$ cat config.mk
export PLATFORM = sky130hd
export DESIGN_NAME = mac_feeder
export DESIGN_NICKNAME = d
export VERILOG_FILES = /design/src/rtl/mac_pkg.sv /design/src/rtl/mac_feeder.sv
export SDC_FILE = /design/constraint.sdc
export NUM_CORES = 1
export LEC_CHECK = 0
export ABC_CLOCK_PERIOD_IN_PS = 10800
export CAP_MARGIN = 20
export CORE_MARGIN = 2
export CORE_UTILIZATION = 30
export DETAILED_ROUTE_END_ITERATION = 7
export PLACE_DENSITY_LB_ADDON = 0.08
export SLEW_MARGIN = 10
export SYNTH_ARGS = -nofsm -noshare
export SYNTH_HDL_FRONTEND = slang
export SYNTH_SLANG_ARGS = --single-unit
$ cat constraint.sdc
create_clock -name clk -period 10.8 [get_ports clk]
set_clock_uncertainty 0.05 [all_clocks]
set_input_delay 2.16 -clock clk [delete_from_list [all_inputs] [get_ports clk]]
set_output_delay 2.16 -clock clk [all_outputs]
set_load 0.1 [all_outputs]
$ cat src/rtl/mac_pkg.sv
// mac_pkg: shared definitions for the mac_feeder / mac pair.
//   - state_e    : feeder FSM state encoding
//   - n_is_legal : only N=127 (16 elements) and N=511 (64 elements) are supported
//   - cnt_msb    : MSB index M of the element counter for a given N
//   - elem_count : number of byte elements E=(N+1)/8 for a given N
package mac_pkg;

    typedef enum logic [1:0] {
        ST_LOAD    = 2'd0,
        ST_RUN     = 2'd1,
        ST_CAPTURE = 2'd2,
        ST_OUT     = 2'd3
    } state_e;

    function automatic bit n_is_legal(input int n);
        return (n == 127) || (n == 511);
    endfunction

    function automatic int cnt_msb(input int n);
        return (n == 127) ? 3 : 5;
    endfunction

    function automatic int elem_count(input int n);
        return (n + 1) / 8;
    endfunction

endpackage

$ cat src/rtl/mac_feeder.sv
// mac_feeder: front-end sequencer for the mac dot-product stage.
// Collects E operand byte pairs into two packed vectors, walks the element
// index cnt through 0..E-1 while presenting the operands, then captures the
// MAC result and offers it on a valid/ready output stream.
//
// Ports
//   clk, rst            clock; asynchronous active-high reset
//   in_valid/in_ready   operand pair handshake; in_a/in_b are the bytes
//   regA, regB          packed operand vectors (element i at [8i+7:8i]),
//                       zero outside RUN
//   cnt                 element index to the MAC
//   mac_clr             drives the MAC's reset; high while loading
//   mac_res             MAC result
//   out_valid/out_ready result handshake; out_data is the captured result
module mac_feeder
    import mac_pkg::*;
#(
    parameter int N = 127
) (
    input  logic                  clk,
    input  logic                  rst,
    input  logic                  in_valid,
    output logic                  in_ready,
    input  logic [7:0]            in_a,
    input  logic [7:0]            in_b,
    output logic [N:0]            regA,
    output logic [N:0]            regB,
    output logic [cnt_msb(N):0]   cnt,
    output logic                  mac_clr,
    input  logic [7:0]            mac_res,
    output logic                  out_valid,
    output logic [7:0]            out_data,
    input  logic                  out_ready
);

    localparam int M = cnt_msb(N);
    localparam int E = elem_count(N);
    localparam logic [M:0] LAST_IDX = (M + 1)'(E - 1);

    if (!n_is_legal(N)) begin : g_bad_n
        $error("mac_feeder: N must be 127 or 511");
    end

    state_e       state_q,     state_d;
    logic [M:0]   load_idx_q,  load_idx_d;
    logic [M:0]   cnt_q,       cnt_d;
    logic         mac_clr_q,   mac_clr_d;
    logic         op_en_q,     op_en_d;
    logic         in_ready_q,  in_ready_d;
    logic         out_valid_q, out_valid_d;
    logic [7:0]   out_data_q,  out_data_d;
    logic [N:0]   vec_a_q,     vec_a_d;
    logic [N:0]   vec_b_q,     vec_b_d;

    // All state and control outputs are flops; mac_clr in particular feeds
    // the MAC's asynchronous reset and must never glitch.
    always_ff @(posedge clk or posedge rst) begin
        if (rst) begin
            state_q     <= ST_LOAD;
            load_idx_q  <= '0;
            cnt_q       <= '0;
            mac_clr_q   <= 1'b1;
            op_en_q     <= 1'b0;
            in_ready_q  <= 1'b1;
            out_valid_q <= 1'b0;
            out_data_q  <= 8'h00;
            vec_a_q     <= '0;
            vec_b_q     <= '0;
        end else begin
            state_q     <= state_d;
            load_idx_q  <= load_idx_d;
            cnt_q       <= cnt_d;
            mac_clr_q   <= mac_clr_d;
            op_en_q     <= op_en_d;
            in_ready_q  <= in_ready_d;
            out_valid_q <= out_valid_d;
            out_data_q  <= out_data_d;
            vec_a_q     <= vec_a_d;
            vec_b_q     <= vec_b_d;
        end
    end

    // Next-state and next-output decode for the LOAD/RUN/CAPTURE/OUT sequence.
    always_comb begin
        state_d     = state_q;
        load_idx_d  = load_idx_q;
        cnt_d       = cnt_q;
        mac_clr_d   = mac_clr_q;
        op_en_d     = op_en_q;
        in_ready_d  = in_ready_q;
        out_valid_d = out_valid_q;
        out_data_d  = out_data_q;
        vec_a_d     = vec_a_q;
        vec_b_d     = vec_b_q;
        case (state_q)
            ST_LOAD: begin
                if (in_valid && in_ready_q) begin
                    vec_a_d[{load_idx_q, 3'b000} +: 8] = in_a;
                    vec_b_d[{load_idx_q, 3'b000} +: 8] = in_b;
                    if (load_idx_q == LAST_IDX) begin
                        // Last element: release the MAC and start walking cnt.
                        load_idx_d = '0;
                        state_d    = ST_RUN;
                        mac_clr_d  = 1'b0;
                        op_en_d    = 1'b1;
                        cnt_d      = '0;
                        in_ready_d = 1'b0;
                    end else begin
                        load_idx_d = load_idx_q + (M + 1)'(1);
                    end
                end else begin
                    load_idx_d = load_idx_q;
                end
            end
            ST_RUN: begin
                if (cnt_q == LAST_IDX) begin
                    state_d = ST_CAPTURE;
                    op_en_d = 1'b0;
                    cnt_d   = '0;
                end else begin
                    cnt_d = cnt_q + (M + 1)'(1);
                end
            end
            ST_CAPTURE: begin
                // Operands are gated to zero here, so mac_res is settled.
                out_data_d  = mac_res;
                out_valid_d = 1'b1;
                state_d     = ST_OUT;
            end
            ST_OUT: begin
                if (out_ready) begin
                    out_valid_d = 1'b0;
                    state_d     = ST_LOAD;
                    mac_clr_d   = 1'b1;
                    in_ready_d  = 1'b1;
                end else begin
                    out_valid_d = 1'b1;
                end
            end
            default: begin
                state_d     = ST_LOAD;
                load_idx_d  = '0;
                cnt_d       = '0;
                mac_clr_d   = 1'b1;
                op_en_d     = 1'b0;
                in_ready_d  = 1'b1;
                out_valid_d = 1'b0;
            end
        endcase
    end

    assign regA      = vec_a_q & {(N + 1){op_en_q}};
    assign regB      = vec_b_q & {(N + 1){op_en_q}};
    assign cnt       = cnt_q;
    assign mac_clr   = mac_clr_q;
    assign in_ready  = in_ready_q;
    assign out_valid = out_valid_q;
    assign out_data  = out_data_q;

endmodule
==> reports/results.ini <==
[global_routing]
antenna_found_initial=1
grt_pass1_vias=9102
grt_overflow_total=0
grt_max_degree=131
grt_first_pass_wirelength_um=57800
grt_use_total_pct=17.2

[finish]
diodes=0
multi_input_area_um2=5510
stdcell_area_um2=17400
post-route-util_pct=41.5
layout-drive-gt1-share_pct=26.4
seq_area_um2=6940
final_net_count=1321
syn2layout_area_growth_pct=36.7
fillCellCount=4026

[die]
core-area_um2=41900
initial_core_util_pct=30.4
dieHeight_um=210
die_w_um=210
dieArea_um2=44000
ios=299
rows=75

[status]
status=finished, final reports clean

[clock_network]
clockBufferDepth=3
cts_root_buf=clkbuf_16
numCtsBuffers=34
cts_hold_buf=0
post-cts-setup-buffer-count=0
htreeDepth=2
cts.clk_slew.worst_paths_ps=60
cts_sinks=277
cts.repair.resized=0
insertion_delay_ps=510
cts_tree=done

[timing]
period_share_pct=57.2
fmax_mhz=162
max_slew_margin_pct=27.3
setup_violations=0
grt_setup_unrepaired=false
hold_viol_final=0
min_period_ps=6180
slew_violations=0
tns_ps=0
tightest_slew_ps=1090
holdWs_ps=438

[setup_path]
reg2reg_slack_ps=6850
endpoint_kind=primary output
worstSetupPathType=reg -> out
path_buf_inv=3
start_kind=flop
cp_slowest_cell=clkdlybuf4s50_1
crit_fanout=130
cp_cell_sequence=buf_12 -> buf_4 -> and2_1 -> clkdlybuf4s50_1
arrival_ps=3970
r2r_end=vec_b_q[71]$_DFFE_PP0P_
r2r_start=load_idx_q[0]$_DFFE_PP0P_
r2r_cells=6
cpPeakStageDelay_ps=1150
required_ps=8590
crit_family=buffers and inverters

[placed_design]
placed_cell_area_um2=16200
hpwl_um=25400
port_buffers=298
gp_congestion=0.716

[job]
max_cap_viol_count=0

[synthesis]
ys_seq_area_share_pct=54.6
yosysUniqueCellTypes=44
async_reset_ff_share_pct=100
ys_seq_elements=277
ys.flop_type=dfrtp_1
yosys_warnings=0
synth_nets=1032
syn_area_per_cell_um2=12.8
synthCells=995
syn_area_um2=12700
synth_edf_count=0

[pwr]
seqPwrFrac_pct=30.8
ir_drop_v=0.000153
power_switching_mw=1.84
intPower_mw=2.30
swShare_pct=44.3
power_leakage_nw=8.16
power_mw=4.14
p_per_area_nw_per_um2=239
clock_power_share_pct=27.1
power_frac_comb_pct=42.1

[worst_hold_path]
min_from=vec_a_q[122]$_DFFE_PP0P_
min_to=vec_a_q[122]$_DFFE_PP0P_
hold_class=reg -> reg
whs_path_depth=1

[drt]
drtIter0Drc=312
drt_pass1_iterations=5
vias_per_cell=4.65
wire_per_inst_um=20.6
wirelength_um=38100
drc=0
vias=8577
postRouteAntennaNets=0

==> kinds of logic (layout without fill, tap and decap cells) <==
| group | count (synthesis) | count (layout) | synth area share (%) |
|---|---|---|---|
| mux | 267 | 267 | 23.7 |
| flops | 277 | 277 | 54.6 |
| fa+ha+maj | 9 | 9 | 0.886 |
| xor+xnor | 1 | 1 | 0.0690 |
| simple gates | 349 | 349 | 17.2 |
| compound gates | 25 | 25 | 1.37 |
| buf+inv | 67 | 379 | 2.24 |
==> sequential cells by signal, summed over array words and instances (netlist names) <==
signal / flops
cnt: 4
in_ready: 1
load_idx_q: 4
op_en_q: 1
out_data: 8
out_valid: 1
state_q: 2
vec_a_q: 128
vec_b_q: 128
==> worst max path at each step <==
stage | startpoint | end | slack [ps] | depth (start not counted)
4_1_cts | op_en_q$_DFFE_PP0P_ | regB[15] | 4350 | 3
5_1_grt | op_en_q$_DFFE_PP0P_ | regA[45] | 4350 | 4
2_1_floorplan | rst | cnt[0]$_DFFE_PP0P_ | 950 | 1
6_report | op_en_q$_DFFE_PP0P_ | regA[45] | 4620 | 4
3_5_place_dp | op_en_q$_DFFE_PP0P_ | regB[15] | 4910 | 3
3_3_place_gp | op_en_q$_DFFE_PP0P_ | regB[15] | 4930 | 3
==> power groups by stage <==
stage / clock, mW / sequential (mW) / combinational, mW
after floorplan: 0 / 1.41 / 1.22
after global placement: 0 / 1.29 / 1.76
after detailed placement: 0 / 1.30 / 1.76
after CTS: 1.16 / 1.28 / 1.76
after global routing: 1.20 / 1.30 / 1.82
final: 1.12 / 1.28 / 1.74
==> metrics by stage <==
step,setup WS (ps),cells
2_1_floorplan,955,995
3_3_place_gp,4930,1784
3_5_place_dp,4910,1785
4_1_cts,4350,1844
5_1_grt,4350,1846
6_report,4620,1846
==> cells in the mapped netlist (all sizes together), types with 4 or more instances <==
cell    count  area share [%]
nand3      11            0.59
buf        20            0.85
and2      273              13
nand4       4            0.20
inv         8            0.24
nor3        5            0.37
o21ai       7            0.28
nor2       10            0.30
and3       17            0.84
ha          9            0.89
dfrtp     276              54
nand2      12            0.35
clkbuf     39             1.2
a21oi       6            0.24
mux2      266              24
==> worst register-to-register path, cell delays in order, from the launching register on <==
cell	delay [ps]
dfrtp_1	980
inv_1	190
ha_1	390
or3b_2	510
o22ai_1	300
nand3b_1	830
mux2_2	580
==> metal layers <==
metal	vias up	part of all wire [%]	GRT usage [%]	wire, um
li1	3961	-	-	-
met1	4394	47	23.7	17800
met2	185	47	28.3	18100
met3	37	4.3	3.20	1650
met4	0	1.4	3.94	542
met5	-	0	0	0
==> cell usage in the layout, fill, tap and decap left out, types with 3 or more instances in the layout <==
| cell type | instances |
|---|---|
| nor2b_1 | 3 |
| clkinv_2 | 3 |
| clkdlybuf4s50_1 | 298 |
| dfrtp_1 | 275 |
| and2_1 | 273 |
| a21oi_1 | 6 |
| mux2_2 | 265 |
| buf_4 | 11 |
| o21ai_0 | 7 |
| clkbuf_16 | 37 |
| inv_1 | 7 |
| nand3_1 | 7 |
| nand2_1 | 12 |
| clkbuf_1 | 14 |
| ha_1 | 9 |
| nand4_1 | 4 |
| nand3_2 | 4 |
| and3_1 | 17 |
| nor2_1 | 10 |
==> cell type report <==
type	count	share of cell area (%)
sequential	277	40.0
multi-input combinational	651	31.7
timing repair buffer	312	18.0
clock buffer	52	5.71
tap	539	3.88
clock inverter	7	0.519
inverter	8	0.216
Note: power is estimated with default switching activity, not from simulation.
